==> src/rtl/sdiv32_pkg.sv <==
// Shared types and constants for the sequential divider.
package sdiv32_pkg;

    localparam int DIV_WIDTH   = 32;
    localparam int DIV_LATENCY = DIV_WIDTH + 1;

    typedef enum logic [1:0] {
        IDLE    = 2'b00,
        RUNNING = 2'b01,
        FIXUP   = 2'b10,
        DONE    = 2'b11
    } state_t;

endpackage

==> src/rtl/sdiv32_if.sv <==
// Request/result bundle between the divider and its client.
interface sdiv32_if
    import sdiv32_pkg::*;
#(
    parameter int WIDTH = DIV_WIDTH
);
    logic             start;
    logic             op;
    logic [WIDTH-1:0] dd;
    logic [WIDTH-1:0] dv;
    logic [WIDTH-1:0] q;
    logic [WIDTH-1:0] r;
    logic             busy;
    logic             done;
    logic             dbz;
    logic             ovf;

    modport master (
        output start, op, dd, dv,
        input  q, r, busy, done, dbz, ovf
    );

    modport slave (
        input  start, op, dd, dv,
        output q, r, busy, done, dbz, ovf
    );
endinterface

==> src/rtl/sdiv32_div_step.sv <==
// One restoring-division step: compare the shifted partial remainder against
// the divisor and subtract when it fits. Purely combinational.
module div_step
    import sdiv32_pkg::*;
#(
    parameter int WIDTH = DIV_WIDTH
) (
    input  logic [WIDTH:0] rem,
    input  logic [WIDTH:0] div,
    output logic [WIDTH:0] rem_next,
    output logic           qbit
);
    always_comb begin
        qbit     = (rem >= div);
        rem_next = qbit ? (rem - div) : rem;
    end
endmodule

==> src/rtl/sdiv32.sv <==
// Sequential signed/unsigned divider, one quotient bit per clock plus a sign
// fixup cycle; start is ignored while busy, results held in DONE.
module sdiv32
    import sdiv32_pkg::*;
#(
    parameter int WIDTH = DIV_WIDTH
) (
    input  logic   clk,
    input  logic   rst,
    sdiv32_if.slave bus
);
    localparam int CW = $clog2(WIDTH) + 1;
    localparam logic [CW-1:0] LAST = CW'(WIDTH - 1);

    state_t           state, state_next;
    logic [CW-1:0]    cnt;
    logic             neg_q, neg_r, zdiv, ovf_op;
    logic [WIDTH-1:0] quo, dd_raw;
    logic [WIDTH:0]   rem, div, rem_sh, rem_next;
    logic             qbit, accept;
    logic [WIDTH-1:0] q_reg, r_reg;
    logic             dbz_reg, ovf_reg;

    // W-bit two's-complement negate of the most negative value is still
    // 2^(W-1) when read unsigned, so the magnitude is exact without a sign bit.
    function automatic logic [WIDTH-1:0] mag(input logic [WIDTH-1:0] x, input logic sgn);
        return (sgn && x[WIDTH-1]) ? (~x + 1'b1) : x;
    endfunction

    assign accept = bus.start && (state == IDLE || state == DONE);
    assign rem_sh = (rem << 1) | {{WIDTH{1'b0}}, quo[WIDTH-1]};

    div_step #(.WIDTH(WIDTH)) u_step (
        .rem      (rem_sh),
        .div      (div),
        .rem_next (rem_next),
        .qbit     (qbit)
    );

    always_ff @(posedge clk or posedge rst) begin
        if (rst) state <= IDLE;
        else     state <= state_next;
    end

    always_comb begin
        state_next = state;
        case (state)
            IDLE, DONE: if (bus.start)   state_next = RUNNING;
            RUNNING:    if (cnt == LAST) state_next = FIXUP;
            FIXUP:                       state_next = DONE;
            default:                     state_next = IDLE;
        endcase
    end

    always_comb begin
        bus.busy = (state == RUNNING) || (state == FIXUP);
        bus.done = (state == DONE);
    end

    always_ff @(posedge clk or posedge rst) begin
        if (rst) begin
            cnt     <= '0;
            neg_q   <= 1'b0;
            neg_r   <= 1'b0;
            zdiv    <= 1'b0;
            ovf_op  <= 1'b0;
            quo     <= '0;
            dd_raw  <= '0;
            rem     <= '0;
            div     <= '0;
            q_reg   <= '0;
            r_reg   <= '0;
            dbz_reg <= 1'b0;
            ovf_reg <= 1'b0;
        end else if (accept) begin
            cnt    <= '0;
            neg_q  <= bus.op & (bus.dd[WIDTH-1] ^ bus.dv[WIDTH-1]);
            neg_r  <= bus.op & bus.dd[WIDTH-1];
            zdiv   <= (bus.dv == '0);
            ovf_op <= bus.op && (bus.dd == {1'b1, {(WIDTH-1){1'b0}}}) && (bus.dv == '1);
            quo    <= mag(bus.dd, bus.op);
            dd_raw <= bus.dd;
            rem    <= '0;
            div    <= {1'b0, mag(bus.dv, bus.op)};
        end else if (state == RUNNING) begin
            rem <= rem_next;
            quo <= {quo[WIDTH-2:0], qbit};
            cnt <= cnt + 1'b1;
        end else if (state == FIXUP) begin
            q_reg   <= zdiv ? '1 : (neg_q ? (~quo + 1'b1) : quo);
            r_reg   <= zdiv ? dd_raw : (neg_r ? (~rem[WIDTH-1:0] + 1'b1) : rem[WIDTH-1:0]);
            dbz_reg <= zdiv;
            ovf_reg <= ovf_op & ~zdiv;
        end
    end

    assign bus.q   = q_reg;
    assign bus.r   = r_reg;
    assign bus.dbz = dbz_reg;
    assign bus.ovf = ovf_reg;
endmodule
==> src/flat_wrapper.sv <==
// flat-port wrapper written by rule: the top's interface ports become plain ports
module sdiv32_flat import sdiv32_pkg::*;
#(
    parameter int WIDTH = DIV_WIDTH
)
  (clk, rst, bus_start, bus_op, bus_dd, bus_dv, bus_q, bus_r, bus_busy, bus_done, bus_dbz, bus_ovf);
  sdiv32_if #(.WIDTH(WIDTH)) bus_i ();
  input  logic clk;
  input  logic rst;
  input wire logic [$bits(bus_i.start)-1:0] bus_start;
  input wire logic [$bits(bus_i.op)-1:0] bus_op;
  input wire logic [$bits(bus_i.dd)-1:0] bus_dd;
  input wire logic [$bits(bus_i.dv)-1:0] bus_dv;
  output wire logic [$bits(bus_i.q)-1:0] bus_q;
  output wire logic [$bits(bus_i.r)-1:0] bus_r;
  output wire logic [$bits(bus_i.busy)-1:0] bus_busy;
  output wire logic [$bits(bus_i.done)-1:0] bus_done;
  output wire logic [$bits(bus_i.dbz)-1:0] bus_dbz;
  output wire logic [$bits(bus_i.ovf)-1:0] bus_ovf;
  assign bus_i.start = bus_start;
  assign bus_i.op = bus_op;
  assign bus_i.dd = bus_dd;
  assign bus_i.dv = bus_dv;
  assign bus_q = bus_i.q;
  assign bus_r = bus_i.r;
  assign bus_busy = bus_i.busy;
  assign bus_done = bus_i.done;
  assign bus_dbz = bus_i.dbz;
  assign bus_ovf = bus_i.ovf;
  sdiv32 #(.WIDTH(WIDTH)) u_core (.clk(clk), .rst(rst), .bus(bus_i));
endmodule
==> config.mk <==
export PLATFORM = sky130hd
export DESIGN_NAME = sdiv32_flat
export DESIGN_NICKNAME = d
export VERILOG_FILES = /design/src/rtl/sdiv32_pkg.sv /design/src/rtl/sdiv32_if.sv /design/src/rtl/sdiv32_div_step.sv /design/src/rtl/sdiv32.sv /design/src/flat_wrapper.sv
export SDC_FILE = /design/constraint.sdc
export NUM_CORES = 1
export LEC_CHECK = 0
export CAP_MARGIN = 20
export CORE_MARGIN = 2
export CORE_UTILIZATION = 25
export CTS_CLUSTER_SIZE = 10
export DETAILED_ROUTE_END_ITERATION = 6
export GPL_TIMING_DRIVEN = 0
export SYNTH_ARGS = -nofsm -noshare
export SYNTH_HDL_FRONTEND = slang
export SYNTH_SLANG_ARGS = --single-unit
==> constraint.sdc <==
create_clock -name clk -period 18.3 [get_ports clk]
set_clock_uncertainty 0.15 [all_clocks]
set_input_delay 2.745 -clock clk [delete_from_list [all_inputs] [get_ports clk]]
set_output_delay 2.745 -clock clk [all_outputs]
set_load 0.005 [all_outputs]
## Yosys cells after proc, flatten, opt, wreduce, memory -nomap -nowiden

Index checks and enable logic that the tools add are counted.

| operators by class | value |
|---|---|
| div/mod/pow operators | 0 |
| add/sub/neg operators | 6 |
| reductions and logical operators | 13 |
| $lt $le $gt $ge | 1 |
| shift-type cells | 0 |
| multiplexer cells | 16 |
| multiply operators | 0 |
| bitwise operators | 12 |
| equal/unequal tests | 8 |

Operators with widths:

| cell | count |
|---|---|
| 32-bit 2-to-1 mux | 11 |
| 32-bit by 1-bit adder with 32-bit output, second input constant | 4 |
| 32-bit NOT | 4 |
| 32-bit == test, second input constant | 2 |
| 33-bit by 32-bit greater-or-equal comparator with 1-bit output | 1 |
| 33-bit by 1-bit OR with 33-bit output | 1 |
| 32-bit zero test | 1 |
| 32-bit subtractor | 1 |
| 6-bit 2-to-1 mux | 2 |
| 6-bit by 1-bit adder with 6-bit output, second input constant | 1 |
| 6-bit by 5-bit == test with 1-bit output, second input constant | 1 |
| 2-bit one-hot mux with 3 select lines | 1 |
| 1-bit logical AND | 5 |
| 2-bit == test, second input constant | 2 |
| 2-bit 2-to-1 mux | 2 |
| 1-bit bitwise AND | 3 |
| 1-bit NOT | 3 |
| 3-bit AND reduction | 1 |
| 2-bit by 1-bit == test with 1-bit output, second input constant | 1 |
| 2-bit zero test | 1 |
| 1-bit logical OR | 2 |
| 2-bit by 1-bit != test with 1-bit output, second input constant | 1 |
| 2-bit != test, second input constant | 1 |
| 2-bit AND reduction | 1 |
| 3 further kinds | 3 |

| storage, ports and cells | value |
|---|---|
| RAM bits | 0 |
| memory bits (read-only) | 0 |
| input bits | 68 |
| output and inout port bits | 68 |
| memories | 0 |
| word-level logic and storage cells | 70 |
| register bits | 206 |
| latch bits | 0 |

## Depth between registers and ports, before layout

Gate-level depths: netlist of the first run.

| depth | value |
|---|---|
| depth in word-level cells | 5 |
| gate-level depth with buffers | 14 |
| gate-level depth less buffers | 14 |

## Hierarchy

A second synthesis of the first run with hierarchy kept.

| unflattened totals | value |
|---|---|
| cells, all modules | 1,570 |
| area total of the unflattened synthesis | 13,573.0 sq um |

Modules (own cells, without submodules):

| module | cells an instance | instances | area each (sq um) | seq. area each (sq um) |
|---|---|---|---|---|
| sdiv32 | 1,219 | 1 | 10,973.0 | 5,154.9 |
| div_step | 351 | 1 | 2,600.0 | 0.0 |

## Least setup slack after synthesis of the first run

OpenSTA, ideal clock, no wires.

| path | value |
|---|---|
| path kind | in2reg |
| start | input port bus_dd[5] |
| end | register u_core.quo[29] |
| buffers on the path | 0 |
| data arrival time | 4.901 ns |
| library setup time | 0.083 ns |
| data required time | 18.067 ns |
| setup slack | 13.166 ns |
| stages | 9 |
| cell sequence | or3_1 > or3_1 > nor4_1 > and3_1 > nand2_1 > o41ai_1 > xnor2_1 > nand2_1 > o21ai_0 |

| between the ends | value |
|---|---|
| word-level cells in the longest chain between the ends | 4 |

RTL lines:

| what | RTL line | source |
|---|---|---|
| start: declaration | flat_wrapper.sv:12 | `input wire logic [$bits(bus_i.dd)-1:0] bus_dd;` |
| 32-bit NOT | sdiv32.sv:27 | `return (sgn && x[WIDTH-1]) ? (~x + 1'b1) : x;` |
| 32-bit by 1-bit adder with 32-bit output | sdiv32.sv:27 |  |
| 32-bit 2-to-1 mux | sdiv32.sv:27 |  |
| 32-bit 2-to-1 mux | sdiv32.sv:75 | `end else if (accept) begin` |
| end signal: assignment | sdiv32.sv:81 | `quo <= mag(bus.dd, bus.op);` |
| end signal: assignment | sdiv32.sv:87 | `quo <= {quo[WIDTH-2:0], qbit};` |
| end: declaration | sdiv32.sv:18 | `logic [WIDTH-1:0] quo, dd_raw;` |

Every way passes these cells.
A chain may end at the register's enable or synchronous reset.

## Worst setup path in the final report of the first run

| path | value |
|---|---|
| start | input port bus_dd[4] |
| end | register u_core.quo[29] |

The elaborated chain is that of the path after synthesis.

==> results_dict.tcl, run 1 <==
set metrics [dict create \
    fin_cells 2371 \
    grt_pass1_wl_microns 63000 \
    power.density_nw_per_um2 199.1 \
    path_class "input port to register" \
    seq_area_frac_synth_pct 39.75 \
    vias 11390 \
    route.detailed.drc 0 \
    syn_to_final_growth_pct 23.15 \
    period_share_pct 30.61 \
    ys_types 53 \
    synth_top_family_by_area "compound AO/OA/AOI/OAI gates" \
    crit_fanout 6 \
    finalHoldViolCount 0 \
    yosys_warnings 0 \
    core_area_sq_um 51300 \
    ir_drop_v 0.00009113 \
    nFillCells 5466 \
    routed_via_density 4.803 \
    overflow 0 \
    fp.dieH_microns 231.8 \
    htree_levels 1 \
    placed_cells 2330 \
    crit_arrival_ps 5920 \
    clkPwrFrac_pct 14.8 \
    fin_crit_ps 5601 \
    nNetsFinal 1789 \
    antenna_found_initial 1 \
    drt_wl_total_microns 40760 \
    wl_per_cell_microns 17.19 \
    worstSkewPairLatency_ps 550 \
    crit-reg2reg-capture "u_core.rem[30]" \
    placed_area_sq_um 15200 \
    gp_congestion 0.8669 \
    switchingPower_uw 1444 \
    syn-num-nets 1625 \
    rows 83 \
    p_int_uw 1735 \
    die_width_microns 231.8 \
    rsz0062_at_grt "no" \
    tightestPinTransition_ps 971.7 \
    r2r-start "u_core.quo[31]" \
    path_clk_slew_ps 60 \
    port_buffers 135 \
    fin_tns_setup_ps 0 \
    cts-root-buf "clkbuf_16" \
    start_kind "input port" \
    whs_path_depth 2 \
    hold_class "register to register" \
    final_max_slew_viol_count 0 \
    start_util_pct 25.28 \
    ant_nets 0 \
    p_seq_share_pct 28.0 \
    synth_xor_area_share_pct 10.13 \
    synthSimpleGateAreaFrac_pct 17.41 \
    crit_path_start "bus_dd[4]" \
    hold_end "u_core.dd_raw[29]" \
    cts_buffers 26 \
    rrSetupSlack_ps 13930 \
    synth_edf_count 0 \
    drtPass1Iterations 6 \
    cts_setup_buffers 0 \
    status "finished clean" \
    combPwrFrac_pct 57.2 \
    worstPathRequired_ps 18620 \
    cts_tree "done" \
    cts_buffer_depth 3 \
    place_hpwl_microns 32130 \
    leakage_uw 0.006649 \
    synth.area.mux_share_pct 6.918 \
    cts_resized 0 \
    synth-adder-area-share_pct 4.207 \
    io_pins 136 \
    max-cap-violations 0 \
    drt-initial-drc-count 944 \
    synthFlopType "dfrtp_1" \
    drive_above_1_share_pct 4.379 \
    hp-start "u_core.dd_raw[29]" \
    hold_ws_ps 325.4 \
    grt_pass1_vias 11040 \
    final_area_sq_um 15970 \
    ys_async_sr_fraction_pct 100.0 \
    setup_viol 0 \
    ff2ff_path_depth 14 \
    synth_area_sq_um 12970 \
    crit_path_end_kind "register" \
    fmax_mhz 178.5 \
    synthCells 1514 \
    synth_compound_area_share_pct 17.67 \
    track_usage_pct 14.90 \
    slew_headroom_pct 34.62 \
    die_area_sq_um 53710 \
    ys_ff_latch 206 \
    clock-sinks 206 \
    cts.hold.buffers_added 0 \
    swShare_pct 45.43 \
    syn_area_per_cell_sq_um 8.565 \
    grt_start_max_net_pins 134 \
    total_power_uw 3180 \
]
cells in the final DEF, fill, tap and decap left out, drive strengths merged, types with 3 or more instances in the layout:
master,count
nand2,243
dfrtp,206
o21ai,164
clkdlybuf4s50,135
nor2,127
clkbuf,103
a21oi,99
xor2,88
xnor2,62
mux2i,57
inv,56
ha,42
mux2,29
o31ai,25
a21o,24
a211oi,24
nand4,19
nand3,16
nand2b,16
nor4,16
nor3,15
o41ai,15
buf,14
or3,12
a31oi,11
or4,11
nor2b,10
and3,7
and2,6
nand3b,4
o21a,4
a2111oi,3
a21boi,3
clkinv,3
cells by family (layout without fill, tap and decap cells):
logic type | Yosys count | count (layout)
simple gates | 506 | 506
compound gates | 388 | 388
flops | 206 | 206
xor+xnor | 150 | 150
buf+inv | 135 | 311
mux | 86 | 86
fa+ha+maj | 43 | 43
other cells | 0 | 1
worst max-delay path, stage by stage:
cell             delay, ps
clkdlybuf4s50_1        480
or3_1                  400
or3_1                  390
nor4_1                 760
and3_1                 370
nand2_1                120
o41ai_1                330
xnor2_1                170
nand2_1                 70
o21ai_0                 80
cell usage after synthesis, drive strengths merged (3+ instances only):
master / count / area, sq um
o41ai: 15 / 138.9
or4: 11 / 90.08
mux2: 29 / 326.6
clkbuf: 66 / 247.7
a21boi: 3 / 22.52
xor2: 88 / 770.7
or3: 12 / 80.08
nor2b: 10 / 62.56
nand3b: 4 / 30.03
nor2: 127 / 476.7
inv: 56 / 210.2
a31oi: 11 / 68.82
and2: 6 / 37.54
nand3: 16 / 80.08
a21o: 24 / 180.2
buf: 13 / 50.04
nand4: 19 / 118.9
nor4: 16 / 115.1
and3: 7 / 43.79
o31ai: 25 / 187.7
a21oi: 99 / 495.5
mux2i: 57 / 570.6
nand2b: 16 / 100.1
ha: 42 / 525.5
dfrtp: 206 / 5155
o21a: 4 / 30.03
a2111oi: 3 / 26.28
o21ai: 164 / 820.8
nand2: 243 / 912.1
a211oi: 24 / 180.2
xnor2: 62 / 543.0
nor3: 15 / 75.07
through the flow:
step / utilization (%) / setup WS (ps)
2_1_floorplan: - / 9781
3_3_place_gp: 29.57 / 7169
3_5_place_dp: 29.64 / 12180
4_1_cts: 31.12 / 12750
5_1_grt: 31.13 / 12470
6_report: 31.13 / 12700
area by class of cell:
cell class | instances | area (sq um) | area share [%]
repair buffers | 136 | 1379 | 8.634
inverters | 56 | 217.7 | 1.363
multi-input cells | 1173 | 7305 | 45.74
diodes | 1 | 2.502 | 0.01567
plain buffers | 79 | 297.8 | 1.865
flip-flops and latches | 206 | 5155 | 32.28
clock inverters | 3 | 30.03 | 0.1880
well taps | 680 | 850.8 | 5.328
clock buffers | 37 | 732.0 | 4.584
worst max-delay path by stage:
stage                                 to  cells after the start
after floorplan           u_core.bus.dbz                      1
after global placement     u_core.div[4]                      2
after detailed placement  u_core.quo[29]                     10
after CTS                 u_core.quo[29]                     10
after global routing      u_core.quo[29]                     10
final                     u_core.quo[29]                     10
metal layers:
| metal | part of all wire (%) | GRT usage [%] | wire, microns |
|---|---|---|---|
| met1 | 46 | 20.68 | 18930 |
| met2 | 46 | 24.34 | 18640 |
| met3 | 6.1 | 2.444 | 2478 |
| met4 | 1.8 | 3.065 | 716 |
| met5 | 0 | 0 | 0 |
power by group through the flow:
stage                     clock, uW  sequential, uW  combinational [uW]
final                           469             892                1820
after global routing            498             923                2030
after CTS                       479             889                1830
after detailed placement          0             894                1810
after global placement            0             888                1790
after floorplan                   0             826                1260
No activity file was read; power rests on OpenSTA's default activity.
==> run 2, diff against run 1 <==
Clock period 18.3 ns to 5.4 ns, I/O delays scaled along.
==> results_dict.tcl, run 2 (synthesis results as in run 1) <==
set metrics [dict create \
    cts.hold.buffers_added 0 \
    setup_slack_ps 1092 \
    overflow 0 \
    rows 83 \
    setup_viol 0 \
    syn_to_final_growth_pct 23.23 \
    nFillCells 5479 \
    path_clk_slew_ps 60 \
    place_hpwl_microns 32760 \
    io_pins 136 \
    port_buffers 135 \
    status "finished clean" \
    fin_tns_setup_ps 0 \
    vias 11440 \
    fin_crit_ps 4308 \
    drt-initial-drc-count 971 \
    ant_nets 0 \
    crit_fanout 4 \
    cts_resized 0 \
    wl_per_cell_microns 17.36 \
    crit_path_end_kind "register" \
    multi_input_area_sq_um 7305 \
    crit_arrival_ps 4570 \
    slew_headroom_pct 29.42 \
    ir_drop_v 0.0002828 \
    seqCellArea_sq_um 5155 \
    cts_buffer_depth 3 \
    cts_tree "done" \
    hold_class "register to register" \
    die_width_microns 231.8 \
    max-cap-violations 0 \
    grt_pass1_vias 11260 \
    cts_setup_buffers 0 \
    grt_pass1_wl_microns 63740 \
    track_usage_pct 15.11 \
    tightestPinTransition_ps 1049 \
    nNetsFinal 1792 \
    cts_buffers 25 \
    worstPathRequired_ps 5660 \
    path_class "register to register" \
    start_util_pct 25.28 \
    drtPass1Iterations 6 \
    die_area_sq_um 53710 \
    antennaDiodeCount 0 \
    rsz0062_at_grt "no" \
    start_kind "register" \
    routed_via_density 4.833 \
    clock-sinks 206 \
    antenna_found_initial 0 \
    fp.dieH_microns 231.8 \
    pre_cts_slack_ps 1198 \
    route.detailed.drc 0 \
    cts-root-buf "clkbuf_16" \
    core_area_sq_um 51300 \
    fmax_mhz 232.2 \
    drt_wl_total_microns 41060 \
    worstSkewPairLatency_ps 560 \
    grt_start_max_net_pins 41 \
    leakage_uw 0.006654 \
    final_common_cell "nand2_1" \
    drive_above_1_share_pct 4.448 \
    htree_levels 1 \
    gp_congestion 0.8655 \
    final_max_slew_viol_count 0 \
    finalHoldViolCount 0 \
    power.density_nw_per_um2 673.2 \
    period_share_pct 79.77 \
    final_cell_mix "nand2_1 (243), dfrtp_1 (206), o21ai_0 (164), clkdlybuf4s50_1 (135), nor2_1 (127)" \
]
[run 2: final timing paths]
kind	slack (ps)	startpoint	end	cells past startpoint
worst min-delay path	330	u_core.div[11]	u_core.div[11]	2
worst max-delay path	1090	u_core.quo[31]	u_core.rem[30]	14
worst min register to register	330	u_core.div[11]	u_core.div[11]	2
worst max register to register	1090	u_core.quo[31]	u_core.rem[30]	14
max in group asynchronous	3390	rst	u_core.bus.r[13]	5
min in group asynchronous	580	rst	u_core.bus.q[27]	2
[run 2: layer usage]
metal | vias to the layer above | wire length [microns] | share of wire, % | global-route usage (%)
met3 | 62 | 2481 | 6.0 | 2.370
li1 | 5617 | - | - | -
met5 | - | 0 | 0 | 0
met4 | 0 | 1173 | 2.9 | 4.287
met2 | 342 | 18370 | 45 | 24.36
met1 | 5415 | 19040 | 46 | 20.87
[run 2: through the flow]
stage | std cells | cell area, sq um | hold slack (ps) | utilization (%) | total power (uW)
after floorplan | 1514 | 12970 | 288.6 | - | 7060
after detailed placement | 2334 | 15270 | 317.2 | 29.77 | 9170
final | 2366 | 15980 | 326.9 | 31.15 | 10760
after global routing | 2366 | 15980 | 349.3 | 31.15 | 11640
after CTS | 2366 | 15980 | 331.7 | 31.15 | 10780
after global placement | 2329 | 15170 | 310.1 | 29.58 | 9052
[run 2: critical path, stage by stage, from the launching register on]
cell	delay [ps]
dfrtp_1	510
inv_1	110
ha_1	170
inv_1	50
fa_1	420
a211oi_1	240
nor2_1	110
o31ai_1	490
a31oi_1	210
o31ai_1	370
nand2_1	160
o41ai_1	590
o311ai_0	240
xnor2_1	250
a21oi_1	100
[run 2: where the power goes]
| part | total, uW | leakage (uW) | switching, uW | internal [uW] |
|---|---|---|---|---|
| registers | 3040 | 0.00252 | 745 | 2290 |
| logic | 6170 | 0.00378 | 3500 | 2660 |
| clock network | 1560 | 0.000349 | 666 | 890 |
| total | 10800 | 0.00665 | 4910 | 5850 |
[run 2: final cells by class]
| class | instances | area share, % |
|---|---|---|
| clock buffers | 28 | 4.048 |
| well taps | 680 | 5.324 |
| multi-input cells | 1173 | 45.71 |
| inverters | 56 | 1.339 |
| repair buffers | 140 | 9.082 |
| plain buffers | 79 | 1.863 |
| clock inverters | 4 | 0.3758 |
| flip-flops and latches | 206 | 32.26 |
==> run 3, diff against run 2 <==
Clock period 5.4 ns to 4 ns, I/O delays scaled along.
==> results_dict.tcl, run 3 (synthesis results as in run 1) <==
set metrics [dict create \
    ir_drop_v 0.0003786 \
    finalHoldViolCount 0 \
    overflow 0 \
    status "finished clean" \
    ant_nets 0 \
    grt_util_met1_pct 20.88 \
    cts_buffer_depth 3 \
    cts_buffers 25 \
    antenna_found_initial 0 \
    grt_start_max_net_pins 41 \
    tightestPinTransition_ps 1054 \
    crit_arrival_ps 4030 \
    worstPathRequired_ps 4290 \
    antennaDiodeCount 0 \
    place_hpwl_microns 32760 \
    start_util_pct 25.28 \
    path_clk_slew_ps 60 \
    nNetsFinal 1792 \
    drtPass1Iterations 6 \
    period_share_pct 93.33 \
    fp.dieH_microns 231.8 \
    cts-root-buf "clkbuf_16" \
    die_area_sq_um 53710 \
    io_pins 136 \
    path_class "register to register" \
    rsz0062_at_grt "no" \
    grt_use_met3_pct 2.370 \
    rows 83 \
    setup_viol 0 \
    port_buffers 135 \
    grt_pass1_vias 11270 \
    hold_class "register to register" \
    crit_fanout 6 \
    final_common_cell "nand2_1" \
    gp_congestion 0.8655 \
    wl_per_cell_microns 17.31 \
    clock-sinks 206 \
    route.detailed.drc 0 \
    crit_path_end_kind "register" \
    fin_crit_ps 3733 \
    die_width_microns 231.8 \
    core_area_sq_um 51300 \
    leakage_uw 0.006661 \
    routed_via_density 4.834 \
    cts_tree "done" \
    final_max_slew_viol_count 0 \
    fmax_mhz 267.9 \
    syn_to_final_growth_pct 23.56 \
    drt-initial-drc-count 966 \
    use_met2_pct 24.36 \
    htree_levels 1 \
    final_cell_mix "nand2_1 (243), dfrtp_1 (205), o21ai_0 (164), clkdlybuf4s50_1 (135), nor2_1 (127)" \
    total_power_uw 14600 \
    drive_above_1_share_pct 4.804 \
    worstSkewPairLatency_ps 560 \
    drt_wl_total_microns 40960 \
    power.density_nw_per_um2 911.0 \
    vias 11440 \
    fin_tns_setup_ps 0 \
    max-cap-violations 0 \
    busiest_layer "met2" \
    track_usage_pct 15.11 \
    start_kind "register" \
    grt_pass1_wl_microns 63760 \
    rrSetupSlack_ps 270 \
    slew_headroom_pct 29.09 \
]
run 3: path summary, 6_finish.rpt:
| check | startpoint | cells after the start | end |
|---|---|---|---|
| max | u_core.rem[15] | 10 | u_core.rem[31] |
| min | u_core.div[11] | 2 | u_core.div[11] |
| max reg2reg | u_core.rem[15] | 10 | u_core.rem[31] |
| min reg2reg | u_core.div[11] | 2 | u_core.div[11] |
| max in group asynchronous | rst | 5 | u_core.bus.r[13] |
| min in group asynchronous | rst | 2 | u_core.bus.q[27] |
run 3: layer usage:
layer  share of wire, %  up-vias
met5                  0        -
met4                2.5        0
met3                5.5       53
met2                 45      313
met1                 47     5469
li1                   -     5603
run 3: through the flow:
stage	area, sq um	util, %	instances	setup WS (ps)	hold slack (ps)
global route	16020	31.23	2366	17.53	349.3
CTS	15990	31.17	2366	106.3	331.7
finish	16020	31.23	2366	266.8	327.1
detailed placement	15270	29.77	2334	-202.2	317.2
global placement	15170	29.58	2329	-1017	310.1
floorplan	12970	-	1514	536.9	288.6
run 3: area by class of cell:
class / count / area [sq um]
Clock inverter: 4 / 60.06
Tap cell: 680 / 850.8
Sequential cell: 206 / 5156
Buffer: 79 / 300.3
Fill cell: 5474 / 35280
Clock buffer: 28 / 646.9
Multi-Input combinational cell: 1173 / 7343
Timing Repair Buffer: 140 / 1451
Inverter: 56 / 214.0
run 3: critical path: stages, from the launching register on:
cell and delay [ps]:
dfrtp_1 460, ha_1 400, a21o_1 230, a21o_1 190, a2111oi_0 600, nor3_1 170, a2111oi_0 550, a211o_1 260
mux2i_1 200, a21boi_0 140, o221a_2 270
run 3: timing repair:
item	in CTS	in global routing
buffers inserted	0	0
hold buffers	0	0
setup endpoints to repair	2	21
gates resized for setup	2	8
run 3: report_power, final:
group / leakage (uW) / switching, uW / internal (uW)
clock network: 0.000349 / 892 / 1200
registers: 0.00252 / 1010 / 3100
logic: 0.00379 / 4770 / 3630
total: 0.00666 / 6670 / 7930
==> patch, RTL diff (settings of run 1) <==
The package constant `DIV_WIDTH` goes from 32 to 64.
--- a/src/rtl/sdiv32_pkg.sv
+++ b/src/rtl/sdiv32_pkg.sv
@@ -3,3 +3,3 @@
 
-    localparam int DIV_WIDTH   = 32;
+    localparam int DIV_WIDTH   = 64;
     localparam int DIV_LATENCY = DIV_WIDTH + 1;
Ports: changed (resized bus_dd, bus_dv, bus_q and bus_r); port bits go from 136 to 264. No check against the original RTL was run, so the function may have changed too.
==> patch against run 1 <==
- sequential cell count rose by 193
- wire length rose to 2.5 times the old value
- critical path depth rose by 1
- setup slack got worse by 0.95 ns
- clock power rose by 95%
- sequential share of layout area fell by 1.1 points
- final area rose by 100%
- non-clock buffer count rose by 236
- power rose by 99%
- largest power group unchanged
- area after synthesis rose by 100%
==> patch: results (changes against run 1) <==
first_pass_iters: 5  # was 6
totalWireLength_um: 103500  # was 40760 µm
track_usage_pct: 18.78  # was 14.90%
grt_antenna_before_repair: 28  # was 1
r2r_end: "u_core.rem[52]$_DFFE_PP0P_"  # was u_core.rem[30]$_DFFE_PP0P_
htreeDepth: 2  # was 1
critPathLaunch: "bus_dd[8]"  # was bus_dd[4]
worst_path_max_delay_cell: "or4_1"  # was nor4_1
grt_pass1_wl_um: 153000  # was 63000 µm
placed_area_mm2: 0.03055  # was 0.01520 mm²
num-nets-final: 3654  # was 1789
io_buffers: 263  # was 135
rr_startpoint: "u_core.quo[63]$_DFFE_PP0P_"  # was u_core.quo[31]$_DFFE_PP0P_
cts_buffers: 49  # was 26
drtIter0Drc: 2341  # was 944
synth_cell_types: 82  # was 53
ff2ff_path_depth: 12  # was 14
synth_nets: 3334  # was 1625
place_ws_ns: 11.21  # was 12.18 ns
maxSlewHeadroom_pct: 20.55  # was 34.62%
worstPathMaxFanout: 7  # was 6
hold_slack_ns: 0.3274  # was 0.3254 ns
clk_latency_ns: 0.61  # was 0.55 ns
dr_total_vias: 24450  # was 11390
synth.area.top_cells: "dfrtp_1 (38%), nand2_1 (7.8%), xor2_1 (6.9%), o21ai_0 (6.2%), a21oi_1 (4.1%)"  # was dfrtp_1 (40%), nand2_1 (7.0%), o21ai_0 (6.3%), xor2_1 (5.9%), mux2i_1 (4.4%)
synth_common_cells: "nand2_1 (540), dfrtp_1 (399), o21ai_0 (324)"  # was nand2_1 (243), dfrtp_1 (206), o21ai_0 (164)
min-delay-start: "u_core.ovf_op$_DFFE_PP0P_"  # was u_core.dd_raw[29]$_DFFE_PP0P_
outcome: "finished clean"  # unchanged
patch: per-layer routing:
layer	wire, µm	GRT usage [%]	part of all wire, %	vias to the layer above
met2	47550	30.07	46	908
met4	3430	6.871	3.3	30
met3	8236	4.045	8.0	182
met5	168	0	0.16	-
met1	44110	24.87	43	11710
li1	-	-	-	11620
patch: where the power goes:
part           switching [µW]  leakage (µW)  internal (µW)
Sequential                432       0.00491           1300
Combinational            2250       0.00740           1440
Clock                     389      0.000702            525
patch: worst max-delay path, delay by kind of cell:
kind	cells	cell delay, ns
buffers and inverters	1	0.57
and+or+nand+nor	7	2.85
AOI/OAI and AO/OA	2	0.45
xor gates and xnor gates	1	0.22
patch: kinds of logic after synthesis:
group                      synth area share (%)
and+or+nand+nor                           18.90
muxes                                     5.366
DFF                                       38.30
adders and majority gates                 3.629
AOI/OAI and AO/OA                         19.31
buffers and inverters                     4.377
xor gates and xnor gates                  10.11
patch: worst max path at each step:
stage	to	slack [ns]	cells after the start
floorplan	u_core.bus.dbz$_DFFE_PP0P_	4.31	1
global placement	u_core.div[7]$_DFFE_PP0P_	-0.99	2
detailed placement	u_core.quo[59]$_DFFE_PP0P_	11.21	11
CTS	u_core.quo[59]$_DFFE_PP0P_	11.84	11
global route	u_core.div[56]$_DFFE_PP0P_	11.58	11
finish	u_core.quo[59]$_DFFE_PP0P_	11.75	11
patch: layout make-up:
type                            instances  area [µm²]
Clock inverter                          7       92.59
Buffer                                182       690.7
Antenna cell                           13       32.53
Fill cell                           11000       71470
Inverter                              120       457.9
Clock buffer                           66        1351
Timing Repair Buffer                  269        2746
Sequential cell                       399        9985
Multi-Input combinational cell       2426       14940
Tap cell                             1380        1727
